==> src/rtl/reset_sequencer_pkg.sv <==
// Shared types and helpers for the reset sequencer.
package reset_sequencer_pkg;

  // Sequencer phases: all asserted, staggered release, all released.
  typedef enum logic [1:0] {
    HOLD    = 2'd0,
    RELEASE = 2'd1,
    RUN     = 2'd2
  } state_t;

  // Width of the domain index; never narrower than one bit.
  function automatic int idx_width(input int num_domains);
    if (num_domains <= 2) begin
      return 1;
    end
    return $clog2(num_domains);
  endfunction

endpackage

==> src/rtl/reset_sequencer_timer.sv <==
// Up-counter shared by the HOLD and RELEASE phases. The caller supplies the
// terminal value for the current phase and clears the count when it hits it.
module reset_sequencer_timer
  import reset_sequencer_pkg::*;
#(
  parameter int CNT_WIDTH = 8
) (
  input  logic                 i_clk,
  input  logic                 i_rst_sh,
  input  logic                 i_clr,
  input  logic                 i_en,
  input  logic [CNT_WIDTH-1:0] i_tc_val,
  output logic                 o_tc
);

  logic [CNT_WIDTH-1:0] cnt_q;

  // Count while enabled; a clear always wins so the count never wraps.
  always_ff @(posedge i_clk) begin
    if (i_rst_sh) begin
      cnt_q <= '0;
    end else if (i_clr) begin
      cnt_q <= '0;
    end else if (i_en) begin
      cnt_q <= cnt_q + CNT_WIDTH'(1);
    end
  end

  assign o_tc = (cnt_q == i_tc_val);

endmodule

==> src/rtl/reset_sequencer.sv <==
// Per-clock-domain reset sequencer: holds every downstream domain in reset
// for HOLD_CYCLES, then releases them one at a time in index order every
// STAGGER_CYCLES. A rising edge on the software request while running
// replays the whole sequence and acknowledges its completion.
module reset_sequencer
  import reset_sequencer_pkg::*;
#(
  parameter int NUM_DOMAINS    = 4,
  parameter int HOLD_CYCLES    = 16,
  parameter int STAGGER_CYCLES = 4,
  parameter int CNT_WIDTH      = 8
) (
  input  logic                   i_clk,
  input  logic                   i_rst_sh,
  input  logic                   i_sw_req,
  output logic                   o_sw_ack,
  output logic [NUM_DOMAINS-1:0] o_rst_ah,
  output logic [NUM_DOMAINS-1:0] o_rst_al,
  output logic                   o_done
);

  localparam int IDX_W = idx_width(NUM_DOMAINS);

  // Reject parameter sets the timer or index cannot represent.
  if (NUM_DOMAINS < 1) begin : g_chk_domains
    $fatal(1, "reset_sequencer: NUM_DOMAINS must be >= 1");
  end
  if (HOLD_CYCLES < 1 || HOLD_CYCLES >= (1 << CNT_WIDTH)) begin : g_chk_hold
    $fatal(1, "reset_sequencer: HOLD_CYCLES out of range for CNT_WIDTH");
  end
  if (STAGGER_CYCLES < 1 || STAGGER_CYCLES >= (1 << CNT_WIDTH)) begin : g_chk_stagger
    $fatal(1, "reset_sequencer: STAGGER_CYCLES out of range for CNT_WIDTH");
  end

  state_t                 state_q, state_d;
  logic [IDX_W-1:0]       idx_q, idx_d;
  logic [NUM_DOMAINS-1:0] rst_ah_q, rst_ah_d;
  logic                   done_q, done_d;
  logic                   ack_q, ack_d;
  logic                   sw_pend_q, sw_pend_d;
  logic                   req_d_q;

  logic                   tmr_clr;
  logic                   tmr_en;
  logic                   tmr_tc;
  logic [CNT_WIDTH-1:0]   tmr_tc_val;
  logic                   sw_rise;

  assign sw_rise    = i_sw_req & ~req_d_q;
  assign tmr_tc_val = (state_q == HOLD) ? CNT_WIDTH'(HOLD_CYCLES - 1)
                                        : CNT_WIDTH'(STAGGER_CYCLES - 1);

  reset_sequencer_timer #(
    .CNT_WIDTH (CNT_WIDTH)
  ) u_timer (
    .i_clk    (i_clk),
    .i_rst_sh (i_rst_sh),
    .i_clr    (tmr_clr),
    .i_en     (tmr_en),
    .i_tc_val (tmr_tc_val),
    .o_tc     (tmr_tc)
  );

  // Next-state, next-output and timer control for the sequencer FSM.
  always_comb begin
    state_d   = state_q;
    idx_d     = idx_q;
    rst_ah_d  = rst_ah_q;
    done_d    = done_q;
    ack_d     = 1'b0;
    sw_pend_d = sw_pend_q;
    tmr_en    = 1'b0;
    tmr_clr   = 1'b0;

    unique case (state_q)
      HOLD: begin
        tmr_en = 1'b1;
        if (tmr_tc) begin
          tmr_clr = 1'b1;
          state_d = RELEASE;
        end
      end

      RELEASE: begin
        tmr_en = 1'b1;
        if (tmr_tc) begin
          tmr_clr = 1'b1;
          // Drop the reset of the domain currently being released.
          for (int k = 0; k < NUM_DOMAINS; k++) begin
            if (idx_q == IDX_W'(k)) begin
              rst_ah_d[k] = 1'b0;
            end
          end
          if (idx_q == IDX_W'(NUM_DOMAINS - 1)) begin
            state_d = RUN;
            done_d  = 1'b1;
            if (sw_pend_q) begin
              ack_d     = 1'b1;
              sw_pend_d = 1'b0;
            end
          end else begin
            idx_d = idx_q + IDX_W'(1);
          end
        end
      end

      RUN: begin
        // Only a fresh rising edge restarts; a held request is ignored.
        if (sw_rise) begin
          state_d   = HOLD;
          idx_d     = '0;
          rst_ah_d  = '1;
          done_d    = 1'b0;
          sw_pend_d = 1'b1;
          tmr_clr   = 1'b1;
        end
      end

      default: begin
        state_d = HOLD;
      end
    endcase
  end

  // State and output registers; reset forces every domain into reset.
  always_ff @(posedge i_clk) begin
    if (i_rst_sh) begin
      state_q   <= HOLD;
      idx_q     <= '0;
      rst_ah_q  <= '1;
      done_q    <= 1'b0;
      ack_q     <= 1'b0;
      sw_pend_q <= 1'b0;
      req_d_q   <= 1'b0;
    end else begin
      state_q   <= state_d;
      idx_q     <= idx_d;
      rst_ah_q  <= rst_ah_d;
      done_q    <= done_d;
      ack_q     <= ack_d;
      sw_pend_q <= sw_pend_d;
      req_d_q   <= i_sw_req;
    end
  end

  assign o_rst_ah = rst_ah_q;
  assign o_rst_al = ~rst_ah_q;
  assign o_done   = done_q;
  assign o_sw_ack = ack_q;

endmodule

==> config.mk <==
export PLATFORM = sky130hd
export DESIGN_NAME = reset_sequencer
export DESIGN_NICKNAME = d
export VERILOG_FILES = /design/src/rtl/reset_sequencer_pkg.sv /design/src/rtl/reset_sequencer_timer.sv /design/src/rtl/reset_sequencer.sv
export SDC_FILE = /design/constraint.sdc
export NUM_CORES = 1
export LEC_CHECK = 0
export CORE_ASPECT_RATIO = 1.2
export CORE_MARGIN = 10
export CORE_UTILIZATION = 40
export CTS_BUF_LIST = sky130_fd_sc_hd__clkbuf_8 sky130_fd_sc_hd__clkbuf_16
export CTS_CLUSTER_SIZE = 30
export DETAILED_ROUTE_END_ITERATION = 16
export PLACE_DENSITY_LB_ADDON = 0.3
export SETUP_SLACK_MARGIN = 0.3
export SYNTH_ARGS = -nofsm -noshare
export SYNTH_HDL_FRONTEND = slang
export SYNTH_SLANG_ARGS = --single-unit
==> constraint.sdc <==
create_clock -name i_clk -period 2.2 [get_ports i_clk]
set_input_delay 0.33 -clock i_clk [delete_from_list [all_inputs] [get_ports i_clk]]
set_output_delay 0.33 -clock i_clk [all_outputs]
set_load 0.02 [all_outputs]
# ---- After elaboration in Yosys (flattened, before gate mapping)
# Cells that the tools add are included.
dict set report word_totals {
  reg_bits 20
  latch_bits 0
  mem_bits_rw 0
  mem_bits_ro 0
  input_bits 3
  out_inout_bits 10
  word_cells 73
  mem_count 0
}
dict set report op_classes {
  addsub 2
  n_mul 0
  div_mod_pow 0
  magnitude_cmp 0
  n_eq_ne 14
  shifts 0
  n_mux 28
  bitwise 6
  reduce_logical 12
}
# cell n
set op_table {}
lappend op_table {{$reduce_and 4->1} 6}
lappend op_table {{$ne 2x2->1 const B} 8}
lappend op_table {{$mux 1} 13}
lappend op_table {{$mux 2} 6}
lappend op_table {{$mux 4} 3}
lappend op_table {{$add 8x1->8 const B} 1}
lappend op_table {{$eq 8x4->1} 1}
lappend op_table {{$pmux 4 s2} 1}
lappend op_table {{$eq 2x2->1 const B} 3}
lappend op_table {{$pmux 1 s2} 3}
lappend op_table {{$pmux 2 s3} 1}
lappend op_table {{$eq 2x1->1 const B} 2}
lappend op_table {{$logic_not 2->1} 2}
lappend op_table {{$not 1->1} 4}
lappend op_table {{$not 4->4} 1}
lappend op_table {{$pmux 2 s2} 1}
lappend op_table {{$reduce_or 2->1} 2}
lappend op_table {{$reduce_or 4->1} 1}
lappend op_table {{$add 2x1->2 const B} 1}
lappend op_table {{$reduce_bool 2->1} 1}
lappend op_table {{$and 1x1->1} 1}

# ---- Longest topological paths before layout
# Gate-level depths: netlist of the first run.
dict set report depth {
  ltp_word 6
  mapped_depth 5
  mapped_depth_nobuf 4
}

# ---- Cells and area by module
# Synthesis of the first run repeated with hierarchy kept, for this count alone.
dict set report hier_totals {
  hier_cells 111
  area_unflattened_um2 979.7
}
# mod instances cells_each area_each_um2 seq_area_each_um2
set modules_own_cells {}
lappend modules_own_cells {reset_sequencer 1 61 546.8 240.2}
lappend modules_own_cells {reset_sequencer_timer 1 50 432.9 160.2}

# ---- Least setup slack after synthesis of the first run
# Ideal clock, no wire load.
dict set report synth_timing {
  kind {reg2reg}
  startpoint {register u_timer.cnt_q[5]}
  endpoint {register rst_ah_q[3] (netlist: o_rst_ah[3])}
  setup_ns 0.114
  t_arrival_ns 1.590
  required_time_ns 2.086
  setup_slack_ns 0.496
  stages_incl_launch_ff 4
  path_buffers 0
  path_cell_list {dfxtp_1 -> or4_4 -> or4_4 -> a21o_1}
}
dict set report synth_via {
  elab_chain_cells 3
}
# element line
set synth_rtl {}
lappend synth_rtl {{start: declaration} reset_sequencer_timer.sv:16} ;# logic [CNT_WIDTH-1:0] cnt_q;
lappend synth_rtl {{start signal: assignment} reset_sequencer_timer.sv:25} ;# cnt_q <= cnt_q + CNT_WIDTH'(1);
lappend synth_rtl {{$eq 8x4->1} reset_sequencer_timer.sv:29} ;# assign o_tc = (cnt_q == i_tc_val);
lappend synth_rtl {{$ne 2x2->1 (no line)} --}
lappend synth_rtl {{$reduce_and 4->1 (no line)} --}
lappend synth_rtl {{end signal: assignment} reset_sequencer.sv:138} ;# rst_ah_q <= rst_ah_d;
lappend synth_rtl {{end: declaration} reset_sequencer.sv:37} ;# logic [NUM_DOMAINS-1:0] rst_ah_q, rst_ah_d;
# No other way between the ends.
# A chain may end at the register's enable or synchronous reset.

# ---- Worst setup path in the final report of the first run
# Same ends and word-level chain as after synthesis.

==> out/results.ini, run 1 <==
[timing]
drv_slew = 0
fin_crit_sh = 0.812
clock.fmax_ghz = 0.560
fin_tns_setup_ns = 0
rsz0062_at_grt = no
period_needed_ns = 1.79
worstMarginPinSlew_ns = 0.554
setup_viol_count_final = 0
fin_worst_skew_ns = 0.00240
hold_violations = 0
slew_headroom = 0.630

[global_routing]
grt_max_degree = 14
gr-total-overflow = 0
grt_pass1_wl_um = 3350
antenna_found_initial = 0
grt_pass1_vias = 724
grt.total_usage = 0.0864

[synthesis]
yosysTopAreaCell = dfxtp_1
synth_top_cells_by_area = dfxtp_1 42%, ha_1 6.6%, inv_1 3.6%
netlist_instances = 98
synth_flop_cell = dfxtp_1
yosys_warnings = 0
syn_nets = 106
synth_top_cell_area_share = 0.425
ys_seq_elements = 20
synth_common_cells = 20 x dfxtp_1, 9 x inv_1, 6 x nor3_1
syn_avg_cell_area_um2 = 9.61
seq_area_frac_synth = 0.425
synth-edff-count = 0
synth.most_common_cell = dfxtp_1
async_flop_share = 0
synth.distinct_cells = 34
syn_area_um2 = 942

[pwr]
power_density_mw_per_mm2 = 597
p_leak_nw = 0.443
ir_worst_vdd_mv = 0.428
p_total_uw = 681

[setup_path]
slowest_delay_ns = 0.58
worstPathArrival_ns = 1.94
cp_common_cell = or4_4
slowest_stage = or4_4
crit_family = simple AND/OR/NAND/NOR gates
path_buf_inv = 0
ff2ff_setup_slack_ns = 0.41
path_max_fanout = 6
critical_path.cell_chain = or4_4 -> or4_4 -> a21o_1
end_kind = register
worstPathRequired_ns = 2.36
path_class = register to register
worst_setup_path_start_kind = register

[final_layout]
final_cell_count_no_fill = 141
area_delta_synth_final_pct = 21.0
diodes = 0
drive_gt1_frac = 0.0909
final_nets = 119

[clock_network]
numCtsBuffers = 3
cts-root-buf = clkbuf_8
cts_resized = 0
tritoncts = built
clk_pin_slew_worst_paths_ns = 0.07
numClockSinks = 20
htree_levels = 1
post_cts_buffers = 0
hold_buffers = 0
cts_buffer_depth = 2
clkLatencyLatePin_ns = 0.26

[floorplanning]
die_w_um = 64.3
core_mm2 = 0.00228
rows = 19
io_pins = 13
fp.dieH_um = 73.2
start_util = 0.413
die_area_mm2 = 0.00470

[placement]
portBuffers = 12
hpwl_um = 1410
dp.cells = 137
gp_congestion = 0.712

[worst_hold_path]
hp-class = register to register

[routing]
vias = 733
wl_um = 1850
drt-initial-drc-count = 13
antenna_left = 0
drc = 0
wl_per_cell_um = 13.1
via_per_inst = 5.20
dr.pass1.iters = 4

[flow_run]
drv_cap = 0

[outcome]
status = finished clean

==> area by class of cell <==
cell class,count,area [um2]
Fill cell,221,1140
Multi-Input combinational cell,65,492
Sequential cell,20,400
Timing Repair Buffer,12,120
Clock buffer,4,55.1
Tap cell,31,38.8
Inverter,9,33.8
==> per-stage QoR <==
| step | util | instance area (um2) | hold slack [ns] | setup WS, ns |
|---|---|---|---|---|
| final | 0.499 | 1140 | 0.455 | 0.414 |
| after global routing | 0.499 | 1140 | 0.494 | 0.333 |
| after global placement | 0.475 | 1080 | 0.438 | 0.301 |
| after detailed placement | 0.475 | 1080 | 0.451 | 0.252 |
| after floorplan | - | 942 | 0.453 | 0.496 |
| after CTS | 0.499 | 1140 | 0.464 | 0.412 |
==> logic make-up (layout without fill, tap and decap cells) <==
| logic type | count (synthesis) | after routing | share of synthesized area |
|---|---|---|---|
| compound gates | 15 | 15 | 0.120 |
| xor+xnor | 4 | 4 | 0.0372 |
| fa+ha+maj | 5 | 5 | 0.0664 |
| simple gates | 38 | 38 | 0.266 |
| flops | 20 | 20 | 0.425 |
| mux | 3 | 3 | 0.0332 |
| buf+inv | 13 | 25 | 0.0531 |
==> worst register-to-register path: cells and delay by family, from the launching register on <==
kind	cells	cell delay, ns
AO/OA/AOI/OAI	1	0.19
flip-flops	1	0.35
AND/OR/NAND/NOR	2	1.15
==> worst paths after layout <==
| check | start | to | depth (start not counted) |
|---|---|---|---|
| worst max register to register | u_timer.cnt_q[5] | o_rst_ah[3] | 3 |
| worst max-delay path | u_timer.cnt_q[5] | o_rst_ah[3] | 3 |
| worst min-delay path | o_done | o_done | 2 |
| worst min register to register | o_done | o_done | 2 |
==> routing by layer <==
metal  vias to the layer above  GRT usage  wire length [um]
li1                        379          -                 -
met2                        11      0.146               918
met3                         4     0.0184                65
met4                         0     0.0500                30
met5                         -          0                 0
met1                       339     0.0978               831
==> report_power, final <==
group,internal [mW],leakage [nW],total [mW],switching (mW)
Sequential,0.368,0.162,0.376,0.00795
Clock,0.159,0.0288,0.277,0.117
Combinational,0.0136,0.252,0.0286,0.0150
==> sequential cells by signal (all words and copies together), names as in the netlist <==
name,cells
req_d_q,1
o_sw_ack,1
idx_q,2
state_q,2
o_rst_ah,4
sw_pend_q,1
o_done,1
u_timer.cnt_q,8
==> cell usage in the layout, fill, tap and decap left out <==
cell,n
dfxtp_1,20
clkdlybuf4s50_1,12
inv_1,9
nor3_1,6
ha_1,5
or3_1,4
nor4_1,4
clkbuf_8,4
nand2_1,3
a2bb2oi_1,3
nand4b_1,3
xor2_1,3
o21ai_0,3
a211oi_1,3
nor2_1,2
and4_1,2
mux2i_1,2
or4_4,2
nand2b_1,2
a21oi_1,2
nand3b_1,2
nor2b_1,2
nor4bb_1,1
nor3b_1,1
or2_2,1
or3b_2,1
a21o_1,1
and3_1,1
o211a_1,1
a211oi_2,1
nand4_1,1
xnor2_1,1
a41oi_1,1
mux2_2,1
No activity file was read; power rests on OpenSTA's default activity.
==> run 2: changes to the inputs <==
==> constraint.sdc (replaced) <==
create_clock -name i_clk -period 1.6 [get_ports i_clk]
set_input_delay 0.24 -clock i_clk [delete_from_list [all_inputs] [get_ports i_clk]]
set_output_delay 0.24 -clock i_clk [all_outputs]
set_load 0.02 [all_outputs]
==> run 2 against run 1 <==
Against the previous run:
- the run now ends with negative setup slack left
- utilization is 11 points higher
- clock skew is essentially flat
- global-route usage rose by 1.7 points
- worst setup slack lost 0.49 ns
- clock power increased by 14%
- critical path depth unchanged
- final area up 22%
- critical path type unchanged
- largest power group unchanged
==> out/results.ini, run 2 (synthesis gave the netlist of run 1 again) <==
[outcome]
status = complete, but fails checks
violations = negative setup slack

[clock_network]
cts_buffer_depth = 2
hold_buffers = 0
numCtsBuffers = 3
cts-root-buf = clkbuf_8
tritoncts = built
clkLatencyLatePin_ns = 0.25
numClockSinks = 20
clk_pin_slew_worst_paths_ns = 0.07
htree_levels = 1

[floorplanning]
fp.dieH_um = 73.2
start_util = 0.413
rows = 19
die_area_mm2 = 0.00470
die_w_um = 64.3
io_pins = 13
core_mm2 = 0.00228

[global_routing]
met3_usage = 0.0276
grt_busiest_layer = met2
grt_max_degree = 11
grt_pass1_wl_um = 3940
grt_pass1_vias = 920
grt_use_met2 = 0.197
grt.total_usage = 0.103
antenna_found_initial = 0
met1_usage = 0.0918
gr-total-overflow = 0

[timing]
rsz0062_at_grt = yes
clock.fmax_ghz = 0.597
slew_headroom = 0.785
fin_crit_sh = 1.05
hold_violations = 0
worstMarginPinSlew_ns = 0.318
drv_slew = 0
fin_worst_skew_ns = 0.00217
setup_viol_count_final = 6
period_needed_ns = 1.68
worst_slack_ns = -0.0756

[final_layout]
final_common_cell = buf_4
diodes = 0
layout_common_cells = 20 x buf_4, 16 x dfxtp_1, 10 x dlygate4sd2_1, 9 x inv_1, 6 x nor3_1
area_delta_synth_final_pct = 47.7
largest-register = u_timer.cnt_q
final_nets = 143
final_core_util = 0.610
largest_reg_flops = 8
drive_gt1_frac = 0.346

[placement]
hpwl_um = 1770
dp_slack_ns = -0.0873
gp_congestion = 0.832
portBuffers = 12

[routing]
antenna_left = 0
dr.pass1.iters = 4
wl_per_cell_um = 15.0
vias = 867
via_per_inst = 5.29
drt-initial-drc-count = 6
wl_um = 2460
drc = 0

[pwr]
p_leak_nw = 0.595
ir_worst_vdd_mv = 0.500
power_density_mw_per_mm2 = 647

[setup_path]
worst_setup_path_start_kind = register
ff2ff_setup_slack_ns = -0.08
path_max_fanout = 4
end_kind = register
path_class = register to register
worstPathArrival_ns = 1.82
worstPathRequired_ns = 1.75

[worst_hold_path]
hp-class = register to register

[flow_run]
drv_cap = 0

## run 2: cell types whose count changed in the layout (fill, tap and decap cells not counted), sizes merged
cell,delta
clkbuf,-1
clkdlybuf4s50,-10
dlygate4sd2,+10
buf,+24
## run 2: worst max-delay path, cell delays in order (launching register included)
cell	delay, ns
dfxtp_2	0.32
or4_4	0.53
or4_4	0.56
a21o_1	0.17
## run 2: cell type report
type	count	area [um2]
clock buffers	3	41.3
fillers	219	891
inverters	9	33.8
multi-input cells	65	569
flip-flops and latches	20	405
well taps	31	38.8
repair buffers	36	303
## run 2: worst paths after layout
path / startpoint / to / cells after the start
worst max-delay path: u_timer.cnt_q[7] / o_rst_ah[3] / 3
worst min-delay path: o_done / o_done / 2
worst max register to register: u_timer.cnt_q[7] / o_rst_ah[3] / 3
worst min register to register: o_done / o_done / 2
## run 2: stage by stage
stage	TNS (ns)	instances	area [um2]	hold WS, ns	power, mW
floorplan	-0.150	98	947	0.368	0.557
global placement	-0.116	160	1260	0.445	0.589
detailed placement	-0.320	160	1260	0.455	0.592
CTS	-0.171	163	1340	0.463	0.901
global route	-0.834	164	1390	0.502	0.937
finish	-0.185	164	1390	0.458	0.901
## run 2: metal layers
metal	share of wire	routed length [um]	vias to the layer above
li1	-	-	426
met1	0.37	922	423
met2	0.57	1390	14
met3	0.043	106	4
met4	0.015	38	0
met5	0	0	-
## run 2: power by group
group,internal [mW],leakage [nW],switching [mW]
registers,0.506,0.164,0.00382
clock network,0.167,0.0216,0.148
logic,0.0380,0.410,0.0382
## run 2: what timing repair did
| item | 4_1_cts | 5_1_grt |
|---|---|---|
| setup endpoints to repair | 29 | 19 |
| resized for setup | 19 | 11 |
| buffers inserted | 0 | 1 |
| pin swaps | 4 | 5 |
